**src/rtl/fp_wb_arbiter.sv**
```systemverilog
// fp_wb_arbiter: merges FP arithmetic results (port A) and FP load results
// (port B) into a small in-order queue. The queue drains one entry per cycle
// through the FP register file write port. A pending-write mask over the
// queued destinations lets decode detect RAW hazards against queued writes.
module fp_wb_arbiter #(
  parameter int DEPTH = 4,
  parameter int WIDTH = 64,
  parameter int AW    = 5
) (
  input  logic                   clk,
  input  logic                   reset,
  input  logic                   flush,
  input  logic                   a_valid,
  output logic                   a_ready,
  input  logic [AW-1:0]          a_rd,
  input  logic [WIDTH-1:0]       a_data,
  input  logic                   b_valid,
  output logic                   b_ready,
  input  logic [AW-1:0]          b_rd,
  input  logic [WIDTH-1:0]       b_data,
  output logic                   regWr,
  output logic [AW-1:0]          rW,
  output logic [WIDTH-1:0]       busW,
  output logic [31:0]            pend,
  output logic [$clog2(DEPTH):0] count
);

  localparam int PW  = $clog2(DEPTH);
  localparam int CW  = PW + 1;
  localparam int CW1 = CW + 1;

  logic [AW-1:0]    r_rdMem   [DEPTH];
  logic [WIDTH-1:0] r_dataMem [DEPTH];
  logic [PW-1:0]    r_rdPtr;
  logic [PW-1:0]    r_wrPtr;
  logic [CW-1:0]    r_count;

  logic             w_deq;
  logic [CW-1:0]    w_space;
  logic [CW-1:0]    w_bNeed;
  logic             w_aPush;
  logic             w_bPush;
  logic [PW-1:0]    w_bIdx;
  logic [CW-1:0]    w_countNext;
  logic [CW1-1:0]   w_countWide;
  logic [PW-1:0]    w_slotOff  [DEPTH];
  logic             w_occupied [DEPTH];

  // The register file always accepts, so a non-empty queue dequeues its head
  // on every edge. That dequeue frees a slot the same cycle, and the free-slot
  // count includes it.
  assign w_deq   = (r_count != '0);
  assign w_space = CW'(DEPTH) - r_count + CW'(w_deq);

  // A has priority. A dropped rd==0 beat takes no slot, so it does not raise
  // B's requirement. b_ready therefore depends combinationally on a_valid.
  assign a_ready = reset && !flush && (w_space >= CW'(1));
  assign w_aPush = a_valid && a_ready && (a_rd != '0);
  assign w_bNeed = w_aPush ? CW'(2) : CW'(1);
  assign b_ready = reset && !flush && (w_space >= w_bNeed);
  assign w_bPush = b_valid && b_ready && (b_rd != '0);

  // On a double push, B lands in the slot after A (the younger slot).
  assign w_bIdx      = r_wrPtr + PW'(w_aPush);
  assign w_countNext = r_count - CW'(w_deq) + CW'(w_aPush) + CW'(w_bPush);
  assign w_countWide = {1'b0, r_count} - CW1'(w_deq) + CW1'(w_aPush) + CW1'(w_bPush);

  // A slot is live when its distance from the head is below the occupancy.
  // DEPTH is a power of two, so the subtraction wraps for free.
  genvar g;
  generate
    for (g = 0; g < DEPTH; g++) begin : gSlot
      assign w_slotOff[g]  = PW'(g) - r_rdPtr;
      assign w_occupied[g] = ({1'b0, w_slotOff[g]} < r_count);
    end
  endgenerate

  // Queue bookkeeping. Flush discards everything still queued. The head that
  // is already on the write port that cycle still reaches the register file.
  always_ff @(posedge clk or negedge reset) begin
    if (!reset) begin
      r_rdPtr <= '0;
      r_wrPtr <= '0;
      r_count <= '0;
    end else if (flush) begin
      r_rdPtr <= '0;
      r_wrPtr <= '0;
      r_count <= '0;
    end else begin
      r_rdPtr <= r_rdPtr + PW'(w_deq);
      r_wrPtr <= r_wrPtr + PW'(w_aPush) + PW'(w_bPush);
      r_count <= w_countNext;
    end
  end

  // Entry storage. Validity comes only from the pointers and the count, so
  // the payload needs no reset.
  always_ff @(posedge clk) begin
    if (w_aPush) begin
      r_rdMem[r_wrPtr]   <= a_rd;
      r_dataMem[r_wrPtr] <= a_data;
    end
    if (w_bPush) begin
      r_rdMem[w_bIdx]   <= b_rd;
      r_dataMem[w_bIdx] <= b_data;
    end
  end

  // The write port shows the head entry and is forced to zero when empty.
  always_comb begin
    regWr = w_deq;
    rW    = '0;
    busW  = '0;
    if (w_deq) begin
      rW   = r_rdMem[r_rdPtr];
      busW = r_dataMem[r_rdPtr];
    end
  end

  // Pending mask: one bit per register that has any write still queued.
  always_comb begin
    pend = '0;
    for (int i = 0; i < DEPTH; i++) begin
      if (w_occupied[i]) begin
        pend[r_rdMem[i]] = 1'b1;
      end
    end
    pend[0] = 1'b0;
  end

  assign count = r_count;

  // The handshake rules must keep occupancy within 0..DEPTH.
  assert property (@(posedge clk) disable iff (!reset) w_countWide <= CW1'(DEPTH));
  assert property (@(posedge clk) disable iff (!reset) r_count <= CW'(DEPTH));

endmodule

```
**config.mk**
```make
export PLATFORM = sky130hd
export DESIGN_NAME = fp_wb_arbiter
export DESIGN_NICKNAME = d
export VERILOG_FILES = /design/src/rtl/fp_wb_arbiter.sv
export SDC_FILE = /design/constraint.sdc
export NUM_CORES = 1
export LEC_CHECK = 0
export CAP_MARGIN = 20
export CORE_MARGIN = 2
export CORE_UTILIZATION = 50
export CTS_CLUSTER_DIAMETER = 200
export DETAILED_ROUTE_END_ITERATION = 7
export GPL_ROUTABILITY_DRIVEN = 0
export PLACE_DENSITY = 0.78
export SKIP_CTS_REPAIR_TIMING = 1
export SLEW_MARGIN = 10
export SYNTH_ARGS = -nofsm -noshare
export SYNTH_HDL_FRONTEND = slang
export SYNTH_SLANG_ARGS = --single-unit
```
**constraint.sdc**
```tcl
create_clock -name clk -period 5.6 [get_ports clk]
set_input_delay 1.12 -clock clk [delete_from_list [all_inputs] [get_ports clk]]
set_output_delay 1.12 -clock clk [all_outputs]
set_load 0.02 [all_outputs]
```
# Word level (Yosys, flattened, before mapping)
# Memory sizes are Yosys's and may differ from the RTL's.
# Index checks and enable logic that the tools add are counted.
# word_totals
n_memories	2
latchBits	0
reg_bits	7
ram_bits	276
wordCells	71
romBits	0
in_bits	143
out_inout_bits	107
# memory_table
memory	depth	word_bits	rd	rd_ports_with_merged_regs	write_ports	line	rtl
r_dataMem	4	64	1	0	2	33	logic [WIDTH-1:0] r_dataMem [DEPTH];
r_rdMem	4	5	5	0	2	32	logic [AW-1:0] r_rdMem [DEPTH];
# classes
eq_ne	0
add_sub_neg	12
order_cmp	14
multipliers	0
reduce_logical	15
shift	0
n_mux	22
div	0
bitwise	3
# op_table
operator	n
$mux W32	4
$or A32 B32 Y32	3
$mux W64	1
$lt A5 B6 Y1 const B	4
$demux W1 S5	4
$ge A5 B1 Y1 const B	4
$lt A2 B3 Y1	4
$logic_and A1 B1 Y1	11
$reduce_bool A5 Y1	2
$add A3 B1 Y3	3
$mux W1	8
$add A2 B1 Y2	3
$mux W2	3
$mux W5	1
$sub A1 B2 Y2 const A	2
$sub A2 B2 Y2 const A	2
$ge A3 B1 Y1 const B	1
$ge A3 B2 Y1	1
$mux W3	1
$reduce_bool A3 Y1	1
$sub A3 B1 Y3	1
$sub A3 B3 Y3 const A	1
$logic_not A1 Y1	1

# Logic depth before layout (Yosys ltp)
# logic_depth
word_depth	13
mapped_depth	21
ltp_nobuf	18

# Least setup slack after synthesis
# No wires, ideal clock.
# synth_timing
kind	reg-to-reg
from	reg r_count[2], in the netlist count[2]
to	mem r_dataMem[1][0] (enable)
t_arrival_ps	5951
setup_time_ps	510
t_required_ps	5090
path_stages_with_launch	19
slack_ps	-861
path_cell_list	dfrtp_1 > buf_6 > or3_2 > clkbuf_1 > clkbuf_1 > inv_1 > ha_1 > inv_1 > ha_1 > xor2_4 > o31a_2 > o211ai_1 > inv_1 > ha_1 > xor2_2 > or3_1 > nor3_4 > buf_6 > o21bai_1
# synth_lines
element	line	rtl
from (decl)	36	logic [CW-1:0] r_count;
from (signal assigned)	92	r_count <= w_countNext;
to (decl)	33	

# Worst setup path after layout
# layout_timing
from	reg r_rdPtr[0]
to	out pend[21]
# layout_via
elab_chain_cells	9
word_cells_on_any_way	15
cone_classes	add/sub: 4; order compare: 4; mux: 4; bitwise: 3
# layout_rtl
element	line	rtl
from (decl)	34	logic [PW-1:0] r_rdPtr;
from (signal assigned)	90	r_rdPtr <= r_rdPtr + PW'(w_deq);
$sub A1 B2 Y2	73	assign w_slotOff[g] = PW'(g) - r_rdPtr;
$lt A2 B3 Y1	74	assign w_occupied[g] = ({1'b0, w_slotOff[g]} < r_count);
$mux W32	124	if (w_occupied[i]) begin
$or A32 B32 Y32 (no line)	n/a	
$mux W32	124	
$or A32 B32 Y32 (no line)	n/a	
$mux W32	124	
$or A32 B32 Y32 (no line)	n/a	
$mux W32 (*)	124	
to (decl)	24	output logic [31:0] pend,
# Mark *: on every way between the ends. The rest lies on a longest branch, timed or not.

==> reports/metrics.yaml <==
die:
  rows: 65
  die_w_um: 184
  core_sq_mm: 0.0317
  die_h_um: 184
  num_io_pins: 250
  dieArea_sq_mm: 0.0339
  initial_core_util_pct: 51.1
place:
  dpl.hpwl_um: 24800
  place_area_sq_mm: 0.0192
  port_buffers: 248
  dp_cells: 1607
layout:
  drive_gt1_share_pct: 35.3
  stdcell_area_sq_mm: 0.0202
  nets: 1395
  area_growth_pct: 24.7
  fin_util_pct: 63.7
  fin_cells: 1667
  fillers: 2289
synthesis:
  syn-instance-count: 991
  yosysSeqAreaShare_pct: 52.2
  synth_area_leaders: "edfxtp_1 (51%), mux2_2 (11%), mux2_4 (9.9%), mux4_2 (9.6%), and2_1 (2.7%)"
  synthTopCellsByCount: "edfxtp_1 (276), mux2_2 (154), mux2_4 (107)"
  synth_flop_cell: "edfxtp_1"
  synth_nets: 1148
  synth.most_common_cell: "edfxtp_1"
  netlist_area_sq_mm: 0.0162
  yosysTopAreaCell: "edfxtp_1"
  synth_warnings: 0
  async_flop_share_pct: 2.47
  ys_ff_latch: 283
  yosys.cell_types.count: 53
  synth_edf_count: 276
  avgSynthCellArea_sq_um: 16.3
  synth_top_area_share_pct: 51.2
clock_network:
  cts_root_buf: "clkbuf_16"
  cts_sinks: 283
  cts_max_path_buffers: 3
  cts_tree: "yes"
  clk_pin_slew_worst_paths_ps: 70
  cts-buffers-inserted: 30
  cts.htree.levels: 1
  clk_latency_ps: 550
timing:
  rsz0062_at_grt: "no"
  tightest_slew_ps: 1050
  fmax_ghz: 0.191
  whs_ps: 743
  skew_ps: 21.8
  setup_violations: 0
  finalCriticalPeriod_ps: 5240
  timing.final.crit_share_pct: 93.6
  finalHoldViolCount: 0
  slew_headroom_pct: 29.8
  slew_violations: 0
routing:
  vias: 9935
  drt_first_iter_violations: 771
  avgViaCountPerCell: 5.96
  first_pass_iters: 5
  drt-wirelength-per-cell_um: 23.4
  antenna_left: 0
  drc: 0
  wl_um: 38900
worst_setup_path:
  required_ps: 4480
  max_stage_delay_ps: 960
  startpoint_type: "flop"
  path_cells: "xnor2_1 > inv_1 > ha_1 > and2b_2 > a2111oi_2 > a22oi_1 > o211ai_1 > clkdlybuf4s50_1"
  cp.arrival_ps: 4120
  critPathKind: "flop to output port"
  cp_max_fo: 25
  crit_slowest_cell: "a2111oi_2"
  end_kind: "output port"
global_routing:
  antenna_found_initial: 4
  grt_overflow: 0
  grt_max_degree: 73
  grt_pass1_vias: 10400
  grt.total_usage_pct: 22.8
  grt_pass1_wl_um: 59300
run_status:
  outcome: "completed"
hold_path:
  min_path_type: "flop to flop"
power:
  vdd_drop_max_mv: 0.288
  power.density_mw_per_mm2: 408
  leakage_nw: 6.69
run:
  drv_cap: 0
cell type report:
type / instances / area [sq um] / area share [%]
flip-flops and latches: 283 / 8470 / 41.9
multi-input cells: 635 / 7270 / 36.0
repair buffers: 275 / 2890 / 14.3
clock buffers: 40 / 850 / 4.21
well taps: 402 / 503 / 2.49
clock inverters: 16 / 160 / 0.793
inverters: 13 / 48.8 / 0.242
diodes: 3 / 7.51 / 0.0372
flip-flops by register name, indices dropped and copies added, names as in the netlist:
signal,flops
r_dataMem,256
r_rdMem,20
count,3
r_rdPtr,2
r_wrPtr,2
critical path: cells and delay by family (launching register included):
kind | cells | cell delay [ps]
buf+inv | 2 | 730
xor+xnor | 1 | 280
flops | 1 | 680
compound gates | 3 | 1390
fa+ha+maj | 1 | 260
simple gates | 1 | 240
cell families (layout without fill, tap and decap cells):
| group | Yosys count | count (layout) | synth area share [%] |
|---|---|---|---|
| AOI/OAI and AO/OA | 77 | 77 | 4.05 |
| xor gates and xnor gates | 7 | 7 | 0.541 |
| adders and majority gates | 14 | 14 | 1.17 |
| buffers and inverters | 73 | 344 | 3.15 |
| DFF | 283 | 283 | 52.2 |
| muxes | 345 | 345 | 31.3 |
| other | 1 | 4 | 0.0232 |
| and+or+nand+nor | 191 | 191 | 7.55 |
final timing paths:
check,from,endpoint,slack (ps),cells past startpoint
hold / removal,count[1],count[1],740,2
setup reg to reg,count[0],r_dataMem[1][18],970,16
setup / recovery,r_rdPtr[0],pend[21],360,8
max in group asynchronous,reset,r_rdPtr[0],4390,1
hold reg to reg,count[1],count[1],740,2
min in group asynchronous,reset,r_wrPtr[1],870,1
layer usage:
layer,track usage [%],vias to the layer above,wire [um]
met2,41.4,370,20300
met1,28.1,5046,15300
met5,0,-,0
met3,4.52,57,2750
li1,-,4462,-
met4,5.28,0,616
cell usage in the layout, fill, tap and decap left out, drive strengths merged, types with 27 or more instances in the layout:
cell type	n
a22oi	31
edfxtp	276
clkdlybuf4s50	248
nand2	43
mux4	69
buf	27
mux2	276
and2	69
o211ai	29
clkbuf	40
through the flow:
step	setup slack, ps	setup TNS (ps)	power [mW]
final	358	0	8.24
after global routing	232	0	8.59
after CTS	422	0	8.30
after detailed placement	635	0	6.28
after global placement	710	0	6.23
after floorplan	-861	-231300	4.87
report_power, final:
group | switching [mW] | internal (mW) | total (mW)
Sequential | 0.141 | 2.55 | 2.69
Clock | 0.808 | 1.20 | 2.01
Combinational | 1.79 | 1.75 | 3.54
Total | 2.74 | 5.50 | 8.24
Power figures use the tool's default switching activity.
